$ cat src/rtl/axis_fifo_wr_ctrl.sv
// Write-side controller of the AXIS FIFO: accepts beats, drives memory writes, publishes a registered Gray write pointer; level/almost_full built under AXIS_FIFO_WR_LEVEL_EN.
// Latency: memory write strobe/addr/data combinational with the beat; pointer, full, almost_full, level update one edge after the push.
// Backpressure: s_axis_tready = ~full, independent of tvalid; full is pessimistic as it sees the synchronized (delayed) read pointer.
module axis_fifo_wr_ctrl #(
    parameter int FIFO_DEPTH         = 16,
    parameter int DATA_WIDTH         = 32,
    parameter int ALMOST_FULL_THRESH = 12
) (
    input  logic                           clk,
    input  logic                           rst,
    input  logic                           s_axis_tvalid,
    output logic                           s_axis_tready,
    input  logic [DATA_WIDTH-1:0]          s_axis_tdata,
    input  logic                           s_axis_tlast,
    output logic                           mem_wr_en,
    output logic [$clog2(FIFO_DEPTH)-1:0]  mem_wr_addr,
    output logic [DATA_WIDTH:0]            mem_wr_data,
    output logic [$clog2(FIFO_DEPTH):0]    wr_ptr_gray,
    input  logic [$clog2(FIFO_DEPTH):0]    rd_ptr_gray_sync,
    output logic                           full,
    output logic                           almost_full,
    output logic [$clog2(FIFO_DEPTH):0]    wr_level
);

    localparam int AW = $clog2(FIFO_DEPTH);
    localparam int PW = AW + 1;

    if (FIFO_DEPTH < 4 || (1 << AW) != FIFO_DEPTH ||
        ALMOST_FULL_THRESH < 1 || ALMOST_FULL_THRESH > FIFO_DEPTH) begin : g_bad_cfg
        $error("axis_fifo_wr_ctrl: illegal FIFO_DEPTH / ALMOST_FULL_THRESH");
    end

    logic          push;
    logic [PW-1:0] wr_bin;
    logic [PW-1:0] wr_bin_nxt;
    logic [PW-1:0] wr_gray_nxt;
    logic [PW-1:0] rd_gray_full;
    logic          full_nxt;

    assign push        = s_axis_tvalid & ~full;
    assign wr_bin_nxt  = wr_bin + {{AW{1'b0}}, push};
    assign wr_gray_nxt = wr_bin_nxt ^ (wr_bin_nxt >> 1);

    // Full when the write pointer is one lap ahead: in Gray that means the top two bits inverted.
    assign rd_gray_full = {~rd_ptr_gray_sync[PW-1:PW-2], rd_ptr_gray_sync[PW-3:0]};
    assign full_nxt     = (wr_gray_nxt == rd_gray_full);

    assign s_axis_tready = ~full;
    assign mem_wr_en     = push;
    assign mem_wr_addr   = wr_bin[AW-1:0];
    assign mem_wr_data   = {s_axis_tlast, s_axis_tdata};

    always_ff @(posedge clk or posedge rst) begin
        if (rst) begin
            wr_bin      <= '0;
            wr_ptr_gray <= '0;
            full        <= 1'b0;
        end else begin
            wr_bin      <= wr_bin_nxt;
            wr_ptr_gray <= wr_gray_nxt;
            full        <= full_nxt;
        end
    end

`ifdef AXIS_FIFO_WR_LEVEL_EN
    logic [PW-1:0] rd_bin;
    logic [PW-1:0] level_nxt;

    always_comb begin
        rd_bin         = '0;
        rd_bin[PW-1]   = rd_ptr_gray_sync[PW-1];
        for (int i = PW - 2; i >= 0; i--) begin
            rd_bin[i] = rd_bin[i+1] ^ rd_ptr_gray_sync[i];
        end
    end

    assign level_nxt = wr_bin_nxt - rd_bin;

    always_ff @(posedge clk or posedge rst) begin
        if (rst) begin
            wr_level    <= '0;
            almost_full <= 1'b0;
        end else begin
            wr_level    <= level_nxt;
            almost_full <= (level_nxt >= PW'(ALMOST_FULL_THRESH));
        end
    end
`else
    assign wr_level    = '0;
    assign almost_full = 1'b0;
`endif

endmodule

$ cat config.mk
export PLATFORM = sky130hd
export DESIGN_NAME = axis_fifo_wr_ctrl
export DESIGN_NICKNAME = d
export VERILOG_FILES = /design/src/rtl/axis_fifo_wr_ctrl.sv
export SDC_FILE = /design/constraint.sdc
export NUM_CORES = 1
export LEC_CHECK = 0
export CORE_UTILIZATION = 27
export DETAILED_ROUTE_END_ITERATION = 7
export PLACE_DENSITY_LB_ADDON = 0.2
export REMOVE_ABC_BUFFERS = 1
export SETUP_SLACK_MARGIN = 0.02
export SYNTH_ARGS = -nofsm -noshare
export SYNTH_HDL_FRONTEND = slang
export SYNTH_SLANG_ARGS = --single-unit
$ cat constraint.sdc
create_clock -name clk -period 2.6 [get_ports clk]
set_input_delay 0.26 -clock clk [delete_from_list [all_inputs] [get_ports clk]]
set_output_delay 0.26 -clock clk [all_outputs]
set_load 0.1 [all_outputs]
======== Yosys cells after proc, flatten, opt, wreduce, memory -nomap -nowiden ========
Cells that the tools add are included.
Widths: inputs -> output; s select.
storage, ports and cells
  output and inout bits ................... 51
  logic and storage cells ................. 9
  register bits after elaboration ......... 11
  bits of input ports ..................... 41
cells by class
  $add $sub $neg .......................... 1
  equality and inequality tests ........... 1
  bitwise gates (word level) .............. 4
operators by type and width
  cell         count
  $add 5x1->5  1
  $eq 5x5->1   1
  $xor 5x4->5  1
  $not 2->2    1
  $and 1x1->1  1
  $not 1->1    1

======== Depth between registers and ports, before layout ========
Gate-level depths: netlist of the first run.
  word-level depth ........................ 5
  mapped depth ............................ 7
  mapped depth without buffers ............ 7

======== Worst setup path after synthesis of the first run ========
OpenSTA, ideal clock, no wires.
  path kind ............................... flip-flop to flip-flop
  start ................................... reg full
  end ..................................... reg full
  arrival ................................. 3718 ps
  data required time ...................... 2499 ps
  path slack .............................. -1219 ps
  cell stages (with the launch flop) ...... 8
  setup time .............................. 101 ps
  period minus slack after synthesis ...... 3819 ps
  path buffers ............................ 0
  cells stage by stage .................... dfrtp_1 > nor2b_1 > ha_1 > ha_1 > xor2_1 > xnor2_1 > mux2i_1 > nor4_1
on the way
  cells in the longest elaborated chain, start to end .. 5
RTL lines
  item                    line  source
  start, declared         20    output logic full,
  start signal, assigned  61    full <= full_nxt;
  $not 1->1               40    assign push = s_axis_tvalid & ~full;
  $and 1x1->1             40
  net mem_wr_en           15    output logic mem_wr_en,
  $add 5x1->5             41    assign wr_bin_nxt = wr_bin + {{AW{1'b0}}, push};
  net wr_bin_nxt[2]       35    logic [PW-1:0] wr_bin_nxt;
  $xor 5x4->5             42    assign wr_gray_nxt = wr_bin_nxt ^ (wr_bin_nxt >> 1);
  $eq 5x5->1              46    assign full_nxt = (wr_gray_nxt == rd_gray_full);
  net full_nxt            38    logic full_nxt;
The timed path passes the listed nets, and every way through them passes these cells.

======== Worst setup path in the final report of the first run ========
  start ................................... in s_axis_tvalid
  end ..................................... reg full
on the way
  cells in the longest elaborated chain, start to end .. 4
RTL lines
  item               line  source
  start, declared    11    input logic s_axis_tvalid,
  $and 1x1->1        40
  $add 5x1->5        41
  net wr_bin_nxt[2]  35
  $xor 5x4->5        42
  $eq 5x5->1         46
  net full_nxt       38
The timed path passes the listed nets, and every way through them passes these cells.

==> implementation parameters, run 1 <==
Parameter                              Value

Timing
  Count of final setup violators ... 0
  Final period demand of the worst path ... 2.120 ns
  Pins Over Slew Limit ... 0
  Count of final hold-check violations ... 0
  Clock skew after layout ... ~0.0040 ns
  Max Fclk ... 471.7 MHz
  Post-route setup TNS ... 0 ns
  Ratio of final minimum period to clock period ... 0.8154
  Min setup slack post-route ... ~0.48 ns
  RSZ-0062 raised after global routing ... false

Setup path
  Crit. End Element ... register
  Top cell family by delay on the critical path ... adder cells
  Worst setup path class ... in2reg
  CP Launch Type ... primary input
  Max FO, Critical Path ... 5
  Largest stage delay on the critical path ... 0.45 ns
  Number of buffer and inverter instances along the worst setup path ... 1
  Critical path, cell by cell ... clkdlybuf4s50_1 > nor2b_1 > ha_1 > ha_1 > xor2_1 > xnor2_1 > mux2i_1 > nor4_1
  Req. time, crit path ... 2.78 ns
  Worst EP arrival ... 2.30 ns
  Most Frequent Cell on Critical Path ... ha_1
  Slowest stage cell on the critical path ... clkdlybuf4s50_1

Floorplan
  Total die area ... 3130 sq um
  Chip height ... between 50 and 60 microns
  Chip width ... 55.95 microns
  Top-level I/O count ... 92
  Core ar. ... 2758 sq um
  Initial Util ... 0.2849
  Std-Cell Rows ... 19

CTS
  Post CTS Setup Buffer Count ... 0
  Htree depth ... 1
  Post-CTS Hold Fix Bufs ... 0
  Clock Pin Slew Worst Setup and Hold Paths ... 0.07 ns
  TritonCTS clock tree ... yes
  Clock buffers created by TritonCTS ... 3
  Total of cells resized after clock tree synthesis ... 0
  Insertion delay of the later-clocked pin in the worst-skew pair ... ~0.27 ns
  CTS sink count ... 10
  CTS Root Buffer Type ... clkbuf_4
  Number of buffers between clock root and the deepest sink ... 2

Final layout
  Area growth, synth to finish ... -4.936%
  Number of fillers in the final layout ... 293
  Commonest non-fill, non-tap cell in the layout ... buf_4
  Count of non-filler cells in the finished layout ... slightly below 100
  Layout Nets ... 112
  Fin util ... 0.2709
  Top library cells by usage in the layout, fill and taps aside ... buf_4 (12), dfrtp_1 (10), xnor2_1 (7), clkdlybuf4s50_1 (7)
  Share of final-layout standard cells stronger than drive strength 1 ... 0.2794
  Number of antenna repair diodes ... 0

Detailed routing
  Post-Route WL ... 2228 microns
  Detailed-route via count ... roughly 440
  Routed WL per cell ... around 23 microns
  Vias per inst ... ~4.4
  Post-route DRC violation count ... 0
  Number of DRC markers in iteration 0 ... 5
  Detailed Routing Iterations Pass 1 ... 2
  Final antenna-violating net count ... 0

Run status
  Status ... completed

Placed design
  I/O Buffers ... 19
  Routability-driven placement congestion ratio ... 0.7735
  Cells after DPL ... 95
  Worst setup slack after placement ... 0.1754 ns
  Final HPWL from detailed placement ... 1841 microns

Logic synthesis
  Share of async-settable or async-resettable flops after synthesis ... 1.000
  Post-synth EDFFs ... 0
  Synth Warn # ... 0
  Mean cell area of the mapped netlist ... 9.946 sq um
  Register bit total from synthesis ... 10
  Cells after synthesis ... about 80
  Sequential-to-total area share from yosys stat ... 0.3185
  Netlist area before placement ... just under 800 sq um
  Yosys cell types ... 19
  Most used flip-flop cell after synthesis ... dfrtp_1

Global routing
  Largest net degree at the start of global routing ... 11
  First-pass GRT wire length ... 3180 microns
  Total grt overflow ... 0
  Number of global-route vias before repair ... between 500 and 600
  GRT Util Overall ... 0.1512
  Antenna violations before repair ... 0

Power and ir drop
  Static leakage ... 0.3462 nW
  Power per cell area ... 2194 nW/um^2
  Peak supply drop ... 0.8359 mV
  Total power consumption of the routed design ... 0.001639 W

Hold path
  Worst hold path type ... in2async

Job
  Max Cap Viol ... 0
layer usage:
metal | share of wire | global-route usage | up-vias
met5 | 0.013 | 0.1429 | -
met4 | 0.021 | 0.07666 | 2
li1 | - | - | 180
met1 | 0.37 | 0.1640 | 194
met3 | 0.28 | 0.1907 | 7
met2 | 0.31 | 0.1446 | 56
Yosys cell counts, types with 2 or more instances:
cell,instances,share of area
xnor2_1,7,0.078
buf_4,39,0.37
xor2_1,6,0.067
inv_1,2,0.0096
ha_1,2,0.032
dfrtp_1,10,0.32
per-stage QoR:
stage	cell area, sq um	hold slack, ns
final	747.0	0.2574
after detailed placement	710.7	0.5226
after CTS	747.0	0.2837
after global placement	710.7	0.5226
after global routing	747.0	0.2960
after floorplan	511.7	0.1002
report_power, final:
| part | leakage (nW) | internal, W | total, W | switching (W) |
|---|---|---|---|---|
| registers | 0.120 | 0.000240 | 0.000314 | 0.0000739 |
| logic | 0.205 | 0.000297 | 0.00118 | 0.000885 |
| clock network | 0.0210 | 0.0000852 | 0.000143 | 0.0000582 |
worst paths after layout:
path | startpoint | to | slack (ns) | depth (start not counted)
setup / recovery | s_axis_tvalid | full$_DFF_PP0_ | 0.48 | 8
hold / removal | rst | wr_bin[0]$_DFF_PP0_ | 0.26 | 2
setup reg to reg | full$_DFF_PP0_ | full$_DFF_PP0_ | 0.53 | 7
hold reg to reg | wr_bin[4]$_DFF_PP0_ | wr_ptr_gray[3]$_DFF_PP0_ | 0.59 | 1
max in group asynchronous | rst | wr_bin[4]$_DFF_PP0_ | 2.07 | 2
min in group clk | s_axis_tdata[4] | mem_wr_data[4] | 0.52 | 0
sequential cells by signal, indices dropped and copies added (netlist names):
signal	count
full	1
wr_bin	5
wr_ptr_gray	4
layout make-up:
cell class / instances / area, sq um / area share
clock buffers: 4 / 36.28 / 0.04858
inverters: 2 / 7.507 / 0.01005
multi-input cells: 33 / 254.0 / 0.3400
flip-flops and latches: 10 / 250.2 / 0.3350
well taps: 31 / 38.79 / 0.05193
repair buffers: 19 / 160.2 / 0.2144
cell families after synthesis:
kind of cell / after synthesis / synth area share
AND/OR/NAND/NOR: 7 / 0.05256
other: 1 / 0.004772
adder cells (fa/ha/maj): 2 / 0.03184
flip-flops: 10 / 0.3185
AO/OA/AOI/OAI: 3 / 0.03185
XOR/XNOR: 14 / 0.1656
multiplexers: 1 / 0.01274
buffers and inverters: 41 / 0.3822
Power figures use the tool's default switching activity.
==> run 2, diff against run 1 <==
clock period = 2.06 ns   (was 2.6 ns; I/O delays follow)
==> run 2 against run 1 <==
  * Hold slack lost 0.034 ns
  * Sequential power grew 27%
  * Global-route usage grew 0.38 points
  * Count of clock-buffer cells in the layout is the same
  * Sequential cell count is the same
  * Sequential share of layout area shrank 2.8 points
  * Register-to-register slack lost 0.33 ns
  * First-iteration DRC count grew 40%
  * Via count grew 5.5%
  * Final cell count grew 6.1%
  * Utilization grew 2.5 points
  * Critical path type is now reg2reg
  * Highest routed layer unchanged
==> implementation parameters, run 2 (synthesized netlist as in run 1, its figures left out) <==
Parameter                              Value

CTS
  TritonCTS clock tree ... yes
  Htree depth ... 1 (unchanged)
  Insertion delay of the later-clocked pin in the worst-skew pair ... 0.27 ns (about the same)
  Number of buffers between clock root and the deepest sink ... 2 (unchanged)
  Post-CTS Hold Fix Bufs ... 0 (unchanged)
  CTS Root Buffer Type ... clkbuf_4
  CTS sink count ... 10 (unchanged)
  Clock buffers created by TritonCTS ... 3 (unchanged)
  Clock Pin Slew Worst Setup and Hold Paths ... 0.08 ns (about the same)

Final layout
  Layout Nets ... 118 (+5.4%)
  Area taken by flip-flops and latches ... 250.2 sq um (unchanged)
  Registers with the most flip-flops ... wr_bin: 5 flops, wr_ptr_gray: 4 flops, full: 1 flops
  Fin util ... 0.2954 (+0.02450)
  Register bank with the most flops ... wr_bin
  Share of final-layout standard cells stronger than drive strength 1 ... 0.3649 (+0.08545)
  Area growth, synth to finish ... 3.662%
  Number of antenna repair diodes ... 0 (unchanged)
  Multi-input logic area ... 264.0 sq um (+3.9%)
  Number of fillers in the final layout ... 295 (+0.68%)
  Top library cells by usage in the layout, fill and taps aside ... buf_4 (17), dfrtp_1 (10), xnor2_1 (7), clkdlybuf4s50_1 (7)
  Max FFs per register ... 5 (unchanged)
  Commonest non-fill, non-tap cell in the layout ... buf_4

Timing
  Pins Over Slew Limit ... 0 (unchanged)
  Clock skew after layout ... 0.002945 ns (-0.001023 ns)
  Max Fclk ... between 500 and 600 MHz
  Post-route setup TNS ... 0 ns (unchanged)
  Ratio of final minimum period to clock period ... 0.9029
  Count of final setup violators ... 0 (unchanged)
  Count of final hold-check violations ... 0 (unchanged)
  Min setup slack post-route ... 0.2001 ns (-0.2798 ns)
  Final period demand of the worst path ... 1.860 ns
  RSZ-0062 raised after global routing ... false

Placed design
  Final HPWL from detailed placement ... 1888 microns (+2.6%)
  Routability-driven placement congestion ratio ... 0.6490 (-16%)
  Worst setup slack after placement ... -0.2415 ns (-0.4169 ns)
  I/O Buffers ... 19 (unchanged)

Floorplan
  Chip height ... 55.95 microns (unchanged)
  Std-Cell Rows ... 19 (unchanged)
  Core ar. ... 2758 sq um (unchanged)
  Chip width ... 55.95 microns (unchanged)
  Total die area ... 3130 sq um (unchanged)
  Initial Util ... 0.2849 (unchanged)
  Top-level I/O count ... 92 (unchanged)

Power and ir drop
  Sequential group share of total power ... 0.181 (-0.011)
  Switching pwr ... 0.001310 W (+29%)
  Peak supply drop ... 1.117 mV (+34%)
  Internal power component ... 0.0008945 W (+44%)
  Relative contribution of combinational cells to total power ... 0.735 (+0.014)
  Power per cell area ... 2707 nW/um^2 (+23%)
  Clock power share ... 0.083 (-0.004)
  Static leakage ... 0.3843 nW (+11%)
  Switching share of total power ... 0.5943 (-0.02628)

Setup path
  Worst setup path class ... reg2reg
  Slowest stage cell on the critical path ... dfrtp_1
  Critical path, cell by cell ... nor2b_4 > ha_2 > ha_1 > buf_4 > a21boi_0 > o22ai_1 > xnor2_1 > nor4_1
  Worst EP arrival ... 2.03 ns (-0.27 ns)
  Req. time, crit path ... 2.23 ns (-0.55 ns)
  Number of buffer and inverter instances along the worst setup path ... 1 (unchanged)
  Top cell family by delay on the critical path ... flip-flops
  Crit. End Element ... register
  Max FO, Critical Path ... 4 (-1)
  CP Launch Type ... register
  Largest stage delay on the critical path ... 0.42 ns (-0.03 ns)

Detailed routing
  Post-Route WL ... 2318 microns (+4.0%)
  Post-route DRC violation count ... 0 (unchanged)
  Detailed-route via count ... 463 (+5.5%)
  Final antenna-violating net count ... 0 (unchanged)
  Vias per inst ... 4.410 (-0.56%)
  Routed WL per cell ... 22.08 microns (-1.9%)
  Number of DRC markers in iteration 0 ... 7 (+2)
  Detailed Routing Iterations Pass 1 ... 4 (+2)

Global routing
  Largest net degree at the start of global routing ... 11 (unchanged)
  Antenna violations before repair ... 0 (unchanged)
  GRT Util Overall ... 0.1550 (+0.003775)
  First-pass GRT wire length ... 3249 microns (+2.2%)
  Number of global-route vias before repair ... 480 (-5.3%)
  Total grt overflow ... 0 (unchanged)

Run status
  Status ... completed

Job
  Max Cap Viol ... 0 (unchanged)

Hold path
  Worst hold path type ... in2async
[run 2: area by class of cell]
class | count | area share
clock buffer | 4 | 0.04455
inverter | 2 | 0.009217
multi-input combinational | 33 | 0.3241
sequential | 10 | 0.3072
tap | 31 | 0.04762
timing repair buffer | 25 | 0.2673
[run 2: final timing paths]
| check | depth (start not counted) | end | slack, ns | startpoint |
|---|---|---|---|---|
| max | 8 | full$_DFF_PP0_ | 0.20 | full$_DFF_PP0_ |
| min | 2 | full$_DFF_PP0_ | 0.22 | rst |
| max reg2reg | 8 | full$_DFF_PP0_ | 0.20 | full$_DFF_PP0_ |
| min reg2reg | 1 | wr_bin[3]$_DFF_PP0_ | 0.59 | wr_bin[3]$_DFF_PP0_ |
| max in group asynchronous | 2 | wr_bin[4]$_DFF_PP0_ | 1.54 | rst |
| min in group clk | 0 | mem_wr_data[4] | 0.41 | s_axis_tdata[4] |
[run 2: per-layer routing]
metal | GRT usage | wire, microns | share of wire
met5 | 0.1429 | 28 | 0.012
met2 | 0.1446 | 748 | 0.32
met3 | 0.2047 | 633 | 0.27
met1 | 0.1752 | 879 | 0.38
met4 | 0.05575 | 29 | 0.013
[run 2: power groups by stage]
stage	clock, W	sequential, W	combinational, W
global placement	0	0.000401	0.00159
finish	0.000184	0.000400	0.00162
global route	0.000195	0.000420	0.00172
CTS	0.000191	0.000400	0.00160
floorplan	0	0.00110	0.000522
detailed placement	0	0.000404	0.00159
[run 2: per-stage QoR]
step                cell area, sq um  instances  power (W)  hold WS, ns
floorplan                      511.7         45   0.001622      0.04618
global placement               760.7        100   0.001996       0.4146
detailed placement             760.7        100   0.001991       0.4146
CTS                            797.0        104   0.002186       0.2366
global route                   814.5        105   0.002331       0.2587
finish                         814.5        105   0.002205       0.2232
[run 2: repair_timing]
item,4_1_cts,5_1_grt
buffers inserted,0,1
resized for setup,0,3
setup endpoints to repair,0,1
==> run 3, diff against run 2 <==
ABC_AREA = 1   (was unset)
CORE_UTILIZATION = 28   (was 27)
==> run 3 against run 2 <==
  * The flow now finishes with violations (design-rule violations)
  * Final cell count rose by 25%
  * Design area is 1.2% higher
  * Wire length grew 11%
  * Largest cell class unchanged
  * Highest routed layer is now met4
==> implementation parameters, run 3 <==
Parameter                              Value

Detailed routing
  Number of DRC markers in iteration 0 ... 29 (+22)
  Detailed Routing Iterations Pass 1 ... 6 (+2)
  Vias per inst ... 4.595 (+4.2%)
  Post-route DRC violation count ... 10 (+10)
  Routed WL per cell ... 19.60 microns (-11%)
  Post-Route WL ... 2568 microns (+11%)
  Final antenna-violating net count ... 0 (unchanged)
  Detailed-route via count ... 602 (+30%)

Logic synthesis
  Share of async-settable or async-resettable flops after synthesis ... 1.000 (unchanged)
  Synth area leaders ... buf_4 (35%), dfrtp_1 (29%), nand2_1 (12%)
  Mean cell area of the mapped netlist ... 7.642 sq um (-23%)
  Cells after synthesis ... 111 (+41%)
  Most used flip-flop cell after synthesis ... dfrtp_1
  Largest area contributor in the netlist ... buf_4
  Sequential-to-total area share from yosys stat ... 0.2950 (-0.02349)
  Post-synth EDFFs ... 0 (unchanged)
  Area fraction of the dominant cell type after synthesis ... 0.3540 (-0.01863)
  Yosys cell types ... 15 (-4)
  Netlist area before placement ... 848.3 sq um (+8.0%)
  Synth cell count leaders ... buf_4 (40), nand2_1 (26), dfrtp_1 (10)
  Synth Warn # ... 0 (unchanged)
  Most frequent cell after synthesis ... buf_4
  Register bit total from synthesis ... 10 (unchanged)

Floorplan
  Initial Util ... 0.3024 (+0.01747)
  Chip width ... 57.04 microns (+2.0%)
  Std-Cell Rows ... 19 (unchanged)
  Total die area ... 3254 sq um (+4.0%)
  Chip height ... 57.04 microns (+2.0%)
  Core ar. ... 2805 sq um (+1.7%)
  Top-level I/O count ... 92 (unchanged)

Global routing
  Total grt overflow ... 0 (unchanged)
  Antenna violations before repair ... 0 (unchanged)
  GRT Util Overall ... 0.1673 (+0.01233)
  Largest net degree at the start of global routing ... 11 (unchanged)
  Number of global-route vias before repair ... 593 (+24%)
  First-pass GRT wire length ... 3650 microns (+12%)

Run status
  Status ... complete, but fails checks
  Violated checks ... design-rule violations

Hold path
  Worst hold path type ... in2async

Setup path
  Max FO, Critical Path ... 6 (+2)
  Crit. End Element ... register
  CP Launch Type ... primary input
  Worst setup path class ... in2reg
  Worst setup slack for register-to-register paths ... 0.22 ns (+0.02 ns)
  Worst EP arrival ... 2.04 ns (about the same)
  Req. time, crit path ... 2.26 ns (+0.03 ns)

CTS
  Clock Pin Slew Worst Setup and Hold Paths ... 0.07 ns (about the same)
  TritonCTS clock tree ... yes
  Htree depth ... 1 (unchanged)
  CTS sink count ... 10 (unchanged)
  Post-CTS Hold Fix Bufs ... 0 (unchanged)
  Clock buffers created by TritonCTS ... 3 (unchanged)
  CTS Root Buffer Type ... clkbuf_4
  Insertion delay of the later-clocked pin in the worst-skew pair ... 0.26 ns (about the same)
  Number of buffers between clock root and the deepest sink ... 2 (unchanged)

Power and ir drop
  Power per cell area ... 2517 nW/um^2 (-7.0%)
  Total power consumption of the routed design ... 0.002076 W (-5.9%)
  Peak supply drop ... 0.6196 mV (-45%)
  Static leakage ... 0.4352 nW (+13%)

Final layout
  Register bank with the most flops ... wr_bin
  Design Area, Final ... 824.5 sq um (+1.2%)
  Number of antenna repair diodes ... 0 (unchanged)
  Area taken by flip-flops and latches ... 250.2 sq um (unchanged)
  Commonest non-fill, non-tap cell in the layout ... nand2_1
  Share of final-layout standard cells stronger than drive strength 1 ... 0.2200 (-0.1449)
  Max FFs per register ... 5 (unchanged)
  Multi-input logic area ... 285.3 sq um (+8.1%)
  Layout Nets ... 144 (+22%)
  Number of fillers in the final layout ... 308 (+4.4%)
  Top library cells by usage in the layout, fill and taps aside ... nand2_1 (26), buf_4 (12), dfrtp_1 (10)
  Count of non-filler cells in the finished layout ... 131 (+25%)
  Area growth, synth to finish ... -2.802%
  Registers with the most flip-flops ... wr_bin: 5 flops, wr_ptr_gray: 4 flops, full: 1 flops

Placed design
  Routability-driven placement congestion ratio ... 0.7478 (+15%)
  Cells after DPL ... 127 (+27%)
  Final HPWL from detailed placement ... 2204 microns (+17%)
  I/O Buffers ... 19 (unchanged)
  Placed cell areas ... 785.8 sq um (+3.3%)

Job
  Max Cap Viol ... 0 (unchanged)

Timing
  Count of final hold-check violations ... 0 (unchanged)
  Final period demand of the worst path ... 1.841 ns (-0.01871 ns)
  Max Fclk ... 543.1 MHz (+1.0%)
  Ratio of final minimum period to clock period ... 0.8938 (-0.009083)
  Pins Over Slew Limit ... 0 (unchanged)
  RSZ-0062 raised after global routing ... false
  Clock skew after layout ... 0.004099 ns (+0.001154 ns)
  Count of final setup violators ... 0 (unchanged)
## run 3: cell count changes in the layout (fill, tap and decap cells not counted), sizes merged, moves of 3 or more
cell	change
nand2	+28
inv	+7
xnor2	-6
xor2	-4
nand4	+3
nand3	+7
nor2	+3
buf	-5
## run 3: power breakdown
part           switching, W  internal, W  leakage [nW]  total, W
clock network     0.0000678     0.000107        0.0210  0.000175
registers         0.0000883     0.000296         0.121  0.000384
logic               0.00117     0.000347         0.293   0.00152
total               0.00133     0.000749         0.435   0.00208
## run 3: final timing paths
| kind | from | endpoint | cells after the start |
|---|---|---|---|
| worst max-delay path | s_axis_tvalid | full$_DFF_PP0_ | 13 |
| worst min-delay path | rst | wr_ptr_gray[0]$_DFF_PP0_ | 2 |
| worst max register to register | full$_DFF_PP0_ | full$_DFF_PP0_ | 11 |
| worst min register to register | wr_bin[0]$_DFF_PP0_ | wr_bin[0]$_DFF_PP0_ | 1 |
| max in group asynchronous | rst | wr_bin[4]$_DFF_PP0_ | 2 |
| min in group clk | s_axis_tdata[16] | mem_wr_data[16] | 0 |
## run 3: routing by layer
metal	GRT usage	up-vias	part of all wire
li1	-	279	-
met1	0.1544	258	0.34
met2	0.1983	63	0.36
met3	0.2313	2	0.29
met4	0.07317	0	0.011
met5	0	-	0
## run 3: layout make-up
cell class,count,area share
Timing Repair Buffer,20,0.2185
Multi-Input combinational cell,57,0.3460
Tap cell,31,0.04704
Clock buffer,4,0.04401
Sequential cell,10,0.3035
Inverter,9,0.04097
## run 3: logic make-up (layout without fill, tap and decap cells)
logic type,Yosys count,count (layout),synth area share
buffers and inverters,49,33,0.3938
and+or+nand+nor,45,45,0.2360
DFF,10,10,0.2950
xor gates and xnor gates,4,4,0.04131
adders and majority gates,2,2,0.02949
other,1,6,0.004421
## run 3: timing repair
action / 4_1_cts / 5_1_grt
resized for setup: 0 / 1
hold endpoints to repair: 0 / 0
endpoints found under the setup margin: 0 / 1
buffers inserted: 0 / 0
## run 3: critical path, stage by stage
cell             delay [ns]
clkdlybuf4s50_1        0.46
inv_1                  0.04
nor2_1                 0.13
ha_1                   0.24
ha_2                   0.28
nand3_1                0.12
nand2_1                0.11
nand2_2                0.09
nand2_1                0.09
nand3_1                0.07
nand2_1                0.06
nand2_1                0.05
nor2_1                 0.08
## run 3: stage by stage
stage	hold slack (ns)	setup TNS [ns]	utilization	setup slack, ns
after floorplan	0.04618	-12.07	-	-1.504
after global placement	0.4129	-0.03411	0.2801	-0.03411
after detailed placement	0.4129	-0.1014	0.2801	-0.1014
after CTS	0.2323	0	0.2930	0.1558
after global routing	0.2646	0	0.2939	0.03191
final	0.2212	0	0.2939	0.2188
